===== src/rtl/if_id_fetch_pkg.sv =====
// Shared fetch front-end types: state encoding, bubble encoding and the IF/ID bundle.
package if_id_fetch_pkg;

  localparam int unsigned WIDTH = 32;

  localparam logic [WIDTH-1:0] NOP_INSTR = 32'h0000_0000;

  typedef enum logic [1:0] {
    IDLE   = 2'd0,
    REQ    = 2'd1,
    HOLD   = 2'd2,
    SQUASH = 2'd3
  } fetch_state_e;

  typedef struct packed {
    logic             valid;
    logic [WIDTH-1:0] instr;
    logic [WIDTH-1:0] pc;
    logic [WIDTH-1:0] pc4;
  } ifid_t;

  // IF/ID contents for an inserted bubble.
  function automatic ifid_t ifid_bubble();
    ifid_t b;
    b.valid = 1'b0;
    b.instr = NOP_INSTR;
    b.pc    = '0;
    b.pc4   = '0;
    return b;
  endfunction

  // Real IF/ID entry; pc4 wraps modulo 2^WIDTH.
  function automatic ifid_t ifid_entry(input logic [WIDTH-1:0] instr,
                                       input logic [WIDTH-1:0] pc);
    ifid_t e;
    e.valid = 1'b1;
    e.instr = instr;
    e.pc    = pc;
    e.pc4   = pc + WIDTH'(4);
    return e;
  endfunction

endpackage


===== src/rtl/if_id_fetch_skid_buf.sv =====
// One-entry skid buffer holding an instruction returned while IF/ID is stalled.
module if_skid_buf
  import if_id_fetch_pkg::*;
(
  input  logic             clk_i,
  input  logic             rst_i,
  input  logic             load_i,
  input  logic             drop_i,
  input  logic [WIDTH-1:0] instr_i,
  input  logic [WIDTH-1:0] pc_i,
  output logic             valid_o,
  output logic [WIDTH-1:0] instr_o,
  output logic [WIDTH-1:0] pc_o
);

  logic             valid_q, valid_d;
  logic [WIDTH-1:0] instr_q, instr_d;
  logic [WIDTH-1:0] pc_q, pc_d;

  // Next entry: drop wins over load so a flush always empties the buffer.
  always_comb begin
    valid_d = valid_q;
    instr_d = instr_q;
    pc_d    = pc_q;
    if (drop_i) begin
      valid_d = 1'b0;
      instr_d = '0;
      pc_d    = '0;
    end else if (load_i) begin
      valid_d = 1'b1;
      instr_d = instr_i;
      pc_d    = pc_i;
    end
  end

  // Entry storage.
  always_ff @(posedge clk_i or posedge rst_i) begin
    if (rst_i) begin
      valid_q <= 1'b0;
      instr_q <= '0;
      pc_q    <= '0;
    end else begin
      valid_q <= valid_d;
      instr_q <= instr_d;
      pc_q    <= pc_d;
    end
  end

  assign valid_o = valid_q;
  assign instr_o = instr_q;
  assign pc_o    = pc_q;

endmodule


===== src/rtl/if_id_fetch.sv =====
// Instruction-fetch front end: issues imem requests at the PC, gates PC advance,
// and fills the IF/ID register with stall skid buffering and branch squashing.
module if_id_fetch
  import if_id_fetch_pkg::*;
(
  input  logic             clk_i,
  input  logic             rst_i,
  input  logic             start_i,
  input  logic [WIDTH-1:0] pc_i,
  output logic             pc_write_o,
  input  logic             stall_i,
  input  logic             flush_i,
  output logic             imem_req_o,
  output logic [WIDTH-1:0] imem_addr_o,
  input  logic             imem_ready_i,
  input  logic [WIDTH-1:0] imem_rdata_i,
  output logic             ifid_valid_o,
  output logic [WIDTH-1:0] ifid_instr_o,
  output logic [WIDTH-1:0] ifid_pc_o,
  output logic [WIDTH-1:0] ifid_pc4_o
);

  fetch_state_e     state_q, state_d;
  logic [WIDTH-1:0] addr_q, addr_d;
  ifid_t            ifid_q, ifid_d;

  logic             buf_load;
  logic             buf_drop;
  logic             buf_valid;
  logic [WIDTH-1:0] buf_instr;
  logic [WIDTH-1:0] buf_pc;

  if_skid_buf u_skid (
    .clk_i   (clk_i),
    .rst_i   (rst_i),
    .load_i  (buf_load),
    .drop_i  (buf_drop),
    .instr_i (imem_rdata_i),
    .pc_i    (pc_i),
    .valid_o (buf_valid),
    .instr_o (buf_instr),
    .pc_o    (buf_pc)
  );

  // Next state, request/PC-advance outputs and IF/ID next value.
  always_comb begin
    state_d     = state_q;
    addr_d      = addr_q;
    ifid_d      = ifid_q;
    pc_write_o  = 1'b0;
    imem_req_o  = 1'b0;
    imem_addr_o = addr_q;
    buf_load    = 1'b0;
    buf_drop    = 1'b0;

    unique case (state_q)
      IDLE: begin
        if (start_i) state_d = REQ;
      end

      REQ: begin
        imem_req_o  = 1'b1;
        imem_addr_o = pc_i;
        addr_d      = pc_i;
        if (flush_i) begin
          ifid_d     = ifid_bubble();
          buf_drop   = 1'b1;
          pc_write_o = 1'b1;
          state_d    = imem_ready_i ? REQ : SQUASH;
        end else if (imem_ready_i) begin
          pc_write_o = 1'b1;
          if (stall_i) begin
            buf_load = 1'b1;
            state_d  = HOLD;
          end else begin
            ifid_d = ifid_entry(imem_rdata_i, pc_i);
          end
        end
      end

      HOLD: begin
        if (flush_i) begin
          ifid_d     = ifid_bubble();
          buf_drop   = 1'b1;
          pc_write_o = 1'b1;
          state_d    = REQ;
        end else if (!stall_i) begin
          ifid_d       = ifid_entry(buf_instr, buf_pc);
          ifid_d.valid = buf_valid;
          buf_drop     = 1'b1;
          state_d      = REQ;
        end
      end

      SQUASH: begin
        imem_req_o  = 1'b1;
        imem_addr_o = addr_q;
        if (flush_i) begin
          ifid_d     = ifid_bubble();
          buf_drop   = 1'b1;
          pc_write_o = 1'b1;
          state_d    = imem_ready_i ? REQ : SQUASH;
        end else if (imem_ready_i) begin
          state_d = REQ;
        end
      end

      default: state_d = IDLE;
    endcase

    // Run enable low overrides everything and abandons any request.
    if (!start_i) begin
      state_d    = IDLE;
      ifid_d     = ifid_bubble();
      buf_load   = 1'b0;
      buf_drop   = 1'b1;
      pc_write_o = 1'b0;
      imem_req_o = 1'b0;
    end
  end

  // State, pending-address and IF/ID registers.
  always_ff @(posedge clk_i or posedge rst_i) begin
    if (rst_i) begin
      state_q <= IDLE;
      addr_q  <= '0;
      ifid_q  <= ifid_bubble();
    end else begin
      state_q <= state_d;
      addr_q  <= addr_d;
      ifid_q  <= ifid_d;
    end
  end

  assign ifid_valid_o = ifid_q.valid;
  assign ifid_instr_o = ifid_q.instr;
  assign ifid_pc_o    = ifid_q.pc;
  assign ifid_pc4_o   = ifid_q.pc4;

endmodule


===== config.mk =====
export PLATFORM = sky130hd
export DESIGN_NAME = if_id_fetch
export DESIGN_NICKNAME = d
export VERILOG_FILES = /design/src/rtl/if_id_fetch_pkg.sv /design/src/rtl/if_id_fetch_skid_buf.sv /design/src/rtl/if_id_fetch.sv
export SDC_FILE = /design/constraint.sdc
export NUM_CORES = 1
export LEC_CHECK = 0
export ABC_AREA = 1
export BUFFER_PORTS_ARGS = -buffer_cell sky130_fd_sc_hd__buf_2
export CORE_MARGIN = 1.5
export CORE_UTILIZATION = 25
export CTS_CLUSTER_SIZE = 25
export DETAILED_ROUTE_END_ITERATION = 10
export RECOVER_POWER = 100
export SYNTH_ARGS = -nofsm -noshare
export SYNTH_HDL_FRONTEND = slang
export SYNTH_SLANG_ARGS = --single-unit

===== constraint.sdc =====
create_clock -name clk_i -period 12.4 [get_ports clk_i]
set_clock_uncertainty 0.15 [all_clocks]
set_input_delay 0.62 -clock clk_i [delete_from_list [all_inputs] [get_ports clk_i]]
set_output_delay 0.62 -clock clk_i [all_outputs]
set_load 0.005 [all_outputs]

# ---- Yosys cells after proc, flatten, opt, wreduce, memory -nomap -nowiden
# Cells that the tools add are included.
dict set report word_totals {
  word_cells 68
  reg_bits 196
  in_bits 70
}
dict set report classes {
  reduce_logical 6
  muxes 41
  eq_ne 10
  addsub 2
}
# cell count
set op_table {}
lappend op_table {{$mux W97} 7}
lappend op_table {{$pmux W97 S3} 1}
lappend op_table {{$mux W32} 5}
lappend op_table {{$add A32 B3 Y32 const B} 2}
lappend op_table {{$ne A4 B4 Y1 const B} 5}
lappend op_table {{$mux W2} 9}
lappend op_table {{$mux W1} 16}
lappend op_table {{$pmux W2 S4} 1}
lappend op_table {{$reduce_and A5 Y1} 1}
lappend op_table {{$eq A2 B2 Y1 const B} 2}
lappend op_table {{$ne A4 B1 Y1 const B} 1}
lappend op_table {{$pmux W1 S2} 2}
lappend op_table {{$reduce_and A4 Y1} 1}
lappend op_table {{$reduce_or A2 Y1} 2}
lappend op_table {{$ne A3 B3 Y1 const B} 1}
lappend op_table {{$eq A2 B1 Y1 const B} 1}
lappend op_table {{$logic_not A2 Y1} 1}
lappend op_table {{$reduce_bool A2 Y1} 1}

# ---- Logic depth before layout (Yosys ltp)
dict set report depth {
  ltp_word 7
  mapped_depth 12
  depth_no_buf 11
}

# ---- Modules after synthesis
# From an unflattened synthesis, not the netlist that was laid out.
dict set report hier_totals {
  cells_unflattened 1433
  hier_area_um2 10385.0
}
# mod n_inst cells_per_inst seq_area_each_um2 area_per_inst_um2
set by_module_without_submodules {}
lappend by_module_without_submodules {if_id_fetch 1 1152 3228.1 7767.4}
lappend by_module_without_submodules {if_skid_buf 1 281 1626.6 2617.5}

# ---- Least setup slack after synthesis
# OpenSTA, ideal clock, no wires.
dict set report synth_path {
  kind {reg-to-output}
  startpoint {reg state_q[1]}
  endpoint {out pc_write_o}
  t_arrival_ns 1.326
  path_stages_with_launch 7
  required_ns 11.630
  path_buffers 3
  path_slack_ns 10.304
  path_cell_list {dfrtp_1 buf_6 inv_2 clkbuf_1 clkbuf_1 a21oi_1 a21oi_1}
}
dict set report synth_between {
  elab_chain_len 4
  word_cells_on_any_way 6
  classes_between {3 x eq/ne; 2 x mux; 1 x reduce/logical}
}
# element line
set synth_lines {}
lappend synth_lines {{start, declared} if_id_fetch.sv:23} ;# fetch_state_e state_q, state_d;
lappend synth_lines {{start signal, assigned} if_id_fetch.sv:129} ;# state_q <= state_d;
lappend synth_lines {{$eq A2 B2 Y1} if_id_fetch.sv:56} ;# unique case (state_q)
lappend synth_lines {{$reduce_or A2 Y1 (no source line)} --}
lappend synth_lines {{$pmux W1 S2 (*)} if_id_fetch.sv:56}
lappend synth_lines {{$mux W1 (*)} if_id_fetch.sv:112} ;# if (!start_i) begin
lappend synth_lines {{end, declared} if_id_fetch.sv:10} ;# output logic pc_write_o,
# Every way passes the cells marked *; elsewhere a longest branch is shown, timed or not.

# ---- Final worst setup path
dict set report layout_path {
  startpoint {reg state_q[1]}
  endpoint {reg u_skid.instr_q[5] (netlist: u_skid.instr_o[5])}
}
dict set report layout_between {
  elab_chain_len 5
  word_cells_on_any_way 10
  classes_between {3 x eq/ne; 5 x mux; 2 x reduce/logical}
}
# element line
set layout_lines {}
lappend layout_lines {{$eq A2 B2 Y1 / $eq A2 B1 Y1 (equally long branches)} if_id_fetch.sv:56}
lappend layout_lines {{$reduce_or A2 Y1 (no source line)} --}
lappend layout_lines {{$pmux W1 S2} if_id_fetch.sv:56}
lappend layout_lines {{$mux W1} if_id_fetch.sv:112}
lappend layout_lines {{$mux W32 / $reduce_bool A2 Y1 (equally long branches)} --}
lappend layout_lines {{end signal, assigned} if_id_fetch_skid_buf.sv:44} ;# instr_q <= instr_d;
lappend layout_lines {{end, declared} if_id_fetch_skid_buf.sv:17} ;# logic [WIDTH-1:0] instr_q, instr_d;
# Parallel ways exist; a longest one is shown, timed or not.
# A chain may end at the register's enable or synchronous reset.

==> flow_metrics.env <==
export IMPL_synth_top_family_by_area="simple AND/OR/NAND/NOR gates"
export IMPL_clk_latency_ns=0.45
export IMPL_worst_setup_path_type="register to register"
export IMPL_worst_slew_margin_rel_pct=-165
export IMPL_grt_max_degree=107
export IMPL_dr_pass1_iters=5
export IMPL_netlist_area_sq_um=10300
export IMPL_detail_route_antenna_nets=0
export IMPL_cts_repair_resized=0
export IMPL_fp_dieArea_sq_um=42500
export IMPL_pwr_share_seq_pct=46.5
export IMPL_number_of_vias_in_the_routed_layout=10200
export IMPL_cp_data_arrival_time_ns=7.85
export IMPL_core_sq_um=40800
export IMPL_finalWorstSetupSlack_ns=4.59
export IMPL_yosys_mux_area_fraction_pct=0
export IMPL_hold_viol=0
export IMPL_timing_max_transition_violations_final=409
export IMPL_numClockSinks=194
export IMPL_grt_antenna_before_repair=4
export IMPL_dp_slack_ns=8.28
export IMPL_total_switching_power_w=0.000539
export IMPL_start_kind="register"
export IMPL_dp_hpwl_microns=26000
export IMPL_num_rows=74
export IMPL_synth_sequential_area_ratio_pct=47.0
export IMPL_clock_root_buffer="sky130_fd_sc_hd__clkbuf_16"
export IMPL_synth_main_ff_cell="sky130_fd_sc_hd__dfrtp_1"
export IMPL_first_pass_grt_wire_length_microns=55800
export IMPL_synth_avg_cell_area_sq_um=7.23
export IMPL_place_congestion=0.955
export IMPL_vdd_drop_max_mv=0.104
export IMPL_timing_final_crit_share_pct=63.0
export IMPL_placed_area_sq_um=11700
export IMPL_failed_checks="max-capacitance violations, max-slew violations"
export IMPL_power_per_cell_area_nw_per_um2=134
export IMPL_worstMarginPinSlew_ns=3.98
export IMPL_drt_vias_per_instance=4.81
export IMPL_critical_path_endpoint_type="register"
export IMPL_max_clock_path_buffers=2
export IMPL_design_portCount=201
export IMPL_avgRoutedWirePerCell_microns=17.2
export IMPL_achievable_frequency_ghz=0.128
export IMPL_worst_hold_path_type="input pin to register"
export IMPL_synth_compound_area_share_pct=17.7
export IMPL_power_switching_share_pct=33.4
export IMPL_clk_pin_slew_ns=0.08
export IMPL_ctsHtreeMaxLevel=4
export IMPL_post_cts_setup_buffers=0
export IMPL_synthXorXnorAreaFrac_pct=0
export IMPL_r2r_start="state_q[1]"
export IMPL_finalSetupViolCount=0
export IMPL_synthToLayoutAreaGrowth_pct=16.5
export IMPL_crit_path_max_fanout=88
export IMPL_initial_standard_cell_utilization_of_the_core_pct=25.3
export IMPL_internal_power_w=0.00107
export IMPL_worstPathRequired_ns=12.43
export IMPL_synth_nets=1500
export IMPL_detail_route_iter0_violations=940
export IMPL_postSynthCellCount=1428
export IMPL_final_util_pct=29.5
export IMPL_die_wd_microns=206
export IMPL_tritoncts="yes"
export IMPL_maxCapViolations=6
export IMPL_comb_power_share_pct=20.9
export IMPL_final_min_clock_period_ns=7.81
export IMPL_synthDistinctLibCells=30
export IMPL_numCtsBuffers=17
export IMPL_result_of_the_run="finished, violations left"
export IMPL_final_design_area_no_fill_sq_um=12000
export IMPL_startpoint="state_q[1]"
export IMPL_setup_total_negative_slack_ns=0
export IMPL_antennaDiodeCount=0
export IMPL_overall_global_routing_resource_usage_pct=17.2
export IMPL_finalWirelength_microns=36500
export IMPL_rsz_0062_raised_after_global_routing="false"
export IMPL_yosys_register_bits=194
export IMPL_p_leak_nw=5.41
export IMPL_asyncSetResetFlopFracSynth_pct=100
export IMPL_synth_edf_count=0
export IMPL_port_buffers=200
export IMPL_synthAdderAreaFrac_pct=0.242
export IMPL_yosys_area_share_simple_pct=25.3
export IMPL_cts_hold_buffers_added=0
export IMPL_die_h_microns=206
export IMPL_holdCritStartpoint="imem_rdata_i[30]"
export IMPL_power_frac_clock_pct=32.6
export IMPL_globalRouteOverflowTotal=0
export IMPL_synth_warning_count=0
export IMPL_final_layout_size_suffix_gt1_share_pct=8.82
export IMPL_fin_nets=1647
export IMPL_number_of_global_route_vias_before_repair=9779
export IMPL_number_of_drc_violations_after_detailed_routing=0
[cell usage after synthesis, types with 4 or more instances]
| master | n | area share [%] |
|---|---|---|
| sky130_fd_sc_hd__a21oi_1 | 20 | 0.97 |
| sky130_fd_sc_hd__nor2_2 | 4 | 0.24 |
| sky130_fd_sc_hd__clkbuf_1 | 41 | 1.5 |
| sky130_fd_sc_hd__o22ai_1 | 67 | 4.1 |
| sky130_fd_sc_hd__nor2_1 | 107 | 3.9 |
| sky130_fd_sc_hd__inv_2 | 6 | 0.22 |
| sky130_fd_sc_hd__buf_6 | 8 | 0.87 |
| sky130_fd_sc_hd__dfrtp_1 | 194 | 47 |
| sky130_fd_sc_hd__o21ai_1 | 12 | 0.58 |
| sky130_fd_sc_hd__o21ai_0 | 239 | 12 |
| sky130_fd_sc_hd__inv_1 | 155 | 5.6 |
| sky130_fd_sc_hd__nand3_1 | 92 | 4.5 |
| sky130_fd_sc_hd__nand2_1 | 430 | 16 |
| sky130_fd_sc_hd__buf_2 | 23 | 1.1 |
[cell families (layout without fill, tap and decap cells)]
kind of cell    Yosys count  after routing
fa+ha+maj                 2              2
flops                   194            194
buf+inv                 240            399
compound gates          345            345
simple gates            647            647
[flip-flops by register name (all words and copies together), names as in the netlist, 2 cells and up]
name / flops
u_skid.pc_o: 32
ifid_instr_o: 32
ifid_pc_o: 32
ifid_pc4_o: 30
u_skid.instr_o: 32
addr_q: 32
state_q: 2
[path summary, 6_finish.rpt]
path                                            to  slack [ns]  cells after the start
worst max register to register   u_skid.instr_o[5]        4.59                      7
worst max-delay path             u_skid.instr_o[5]        4.59                      7
worst min-delay path            u_skid.instr_o[30]        0.29                      3
worst min register to register    ifid_instr_o[29]        0.33                      2
max in group asynchronous            ifid_pc_o[20]        6.65                      4
min in group asynchronous         ifid_instr_o[22]        0.90                      2
[placed cells by master, fill, tap and decap left out, drive strengths merged, types with 2 or more instances in the layout]
master,count
a21oi,20
a22o,2
a22oi,3
buf,95
clkbuf,130
clkinv,3
clkinvlp,6
dfrtp,194
ha,2
inv,165
nand2,432
nand3,92
nand3b,2
nor2,114
nor3,4
o21ai,251
o22ai,67
o31ai,2
[per-layer routing]
layer / wire length (microns) / GRT usage, % / up-vias
met4: 965 / 6.60 / 6
met3: 2330 / 4.12 / 65
met1: 16300 / 22.4 / 4857
li1: - / - / 4914
met5: 22 / 0 / -
met2: 16900 / 27.6 / 358
[final cells by class]
cell class	instances	area, sq um
Clock inverter	13	105
Sequential cell	194	4860
Clock buffer	18	429
Tap cell	532	666
Inverter	161	606
Multi-Input combinational cell	994	4460
Fill cell	4507	28800
Timing Repair Buffer	207	905
[worst max-delay path, stage by stage (launching register included)]
cell	delay, ns
sky130_fd_sc_hd__dfrtp_2	0.36
sky130_fd_sc_hd__clkbuf_1	2.77
sky130_fd_sc_hd__nor2_1	0.88
sky130_fd_sc_hd__nand2_1	0.34
sky130_fd_sc_hd__nor2_2	0.11
sky130_fd_sc_hd__nand2_2	0.08
sky130_fd_sc_hd__clkbuf_1	2.53
sky130_fd_sc_hd__o22ai_1	0.25
[power groups by stage]
| stage | registers [W] | clock network (W) | logic [W] |
|---|---|---|---|
| CTS | 0.000750 | 0.000546 | 0.000359 |
| finish | 0.000750 | 0.000527 | 0.000337 |
| floorplan | 0.000757 | 0 | 0.000198 |
| detailed placement | 0.000761 | 0 | 0.000358 |
| global route | 0.000759 | 0.000567 | 0.000387 |
| global placement | 0.000760 | 0 | 0.000353 |
[metrics by stage]
step           cells  hold WS, ns  total power (W)
2_1_floorplan   1428        0.319         0.000955
3_3_place_gp    2088        0.312          0.00111
3_5_place_dp    2088        0.313          0.00112
4_1_cts         2119       0.0561          0.00165
5_1_grt         2119        0.283          0.00171
6_report        2119        0.287          0.00161
Power figures use the tool's default switching activity.
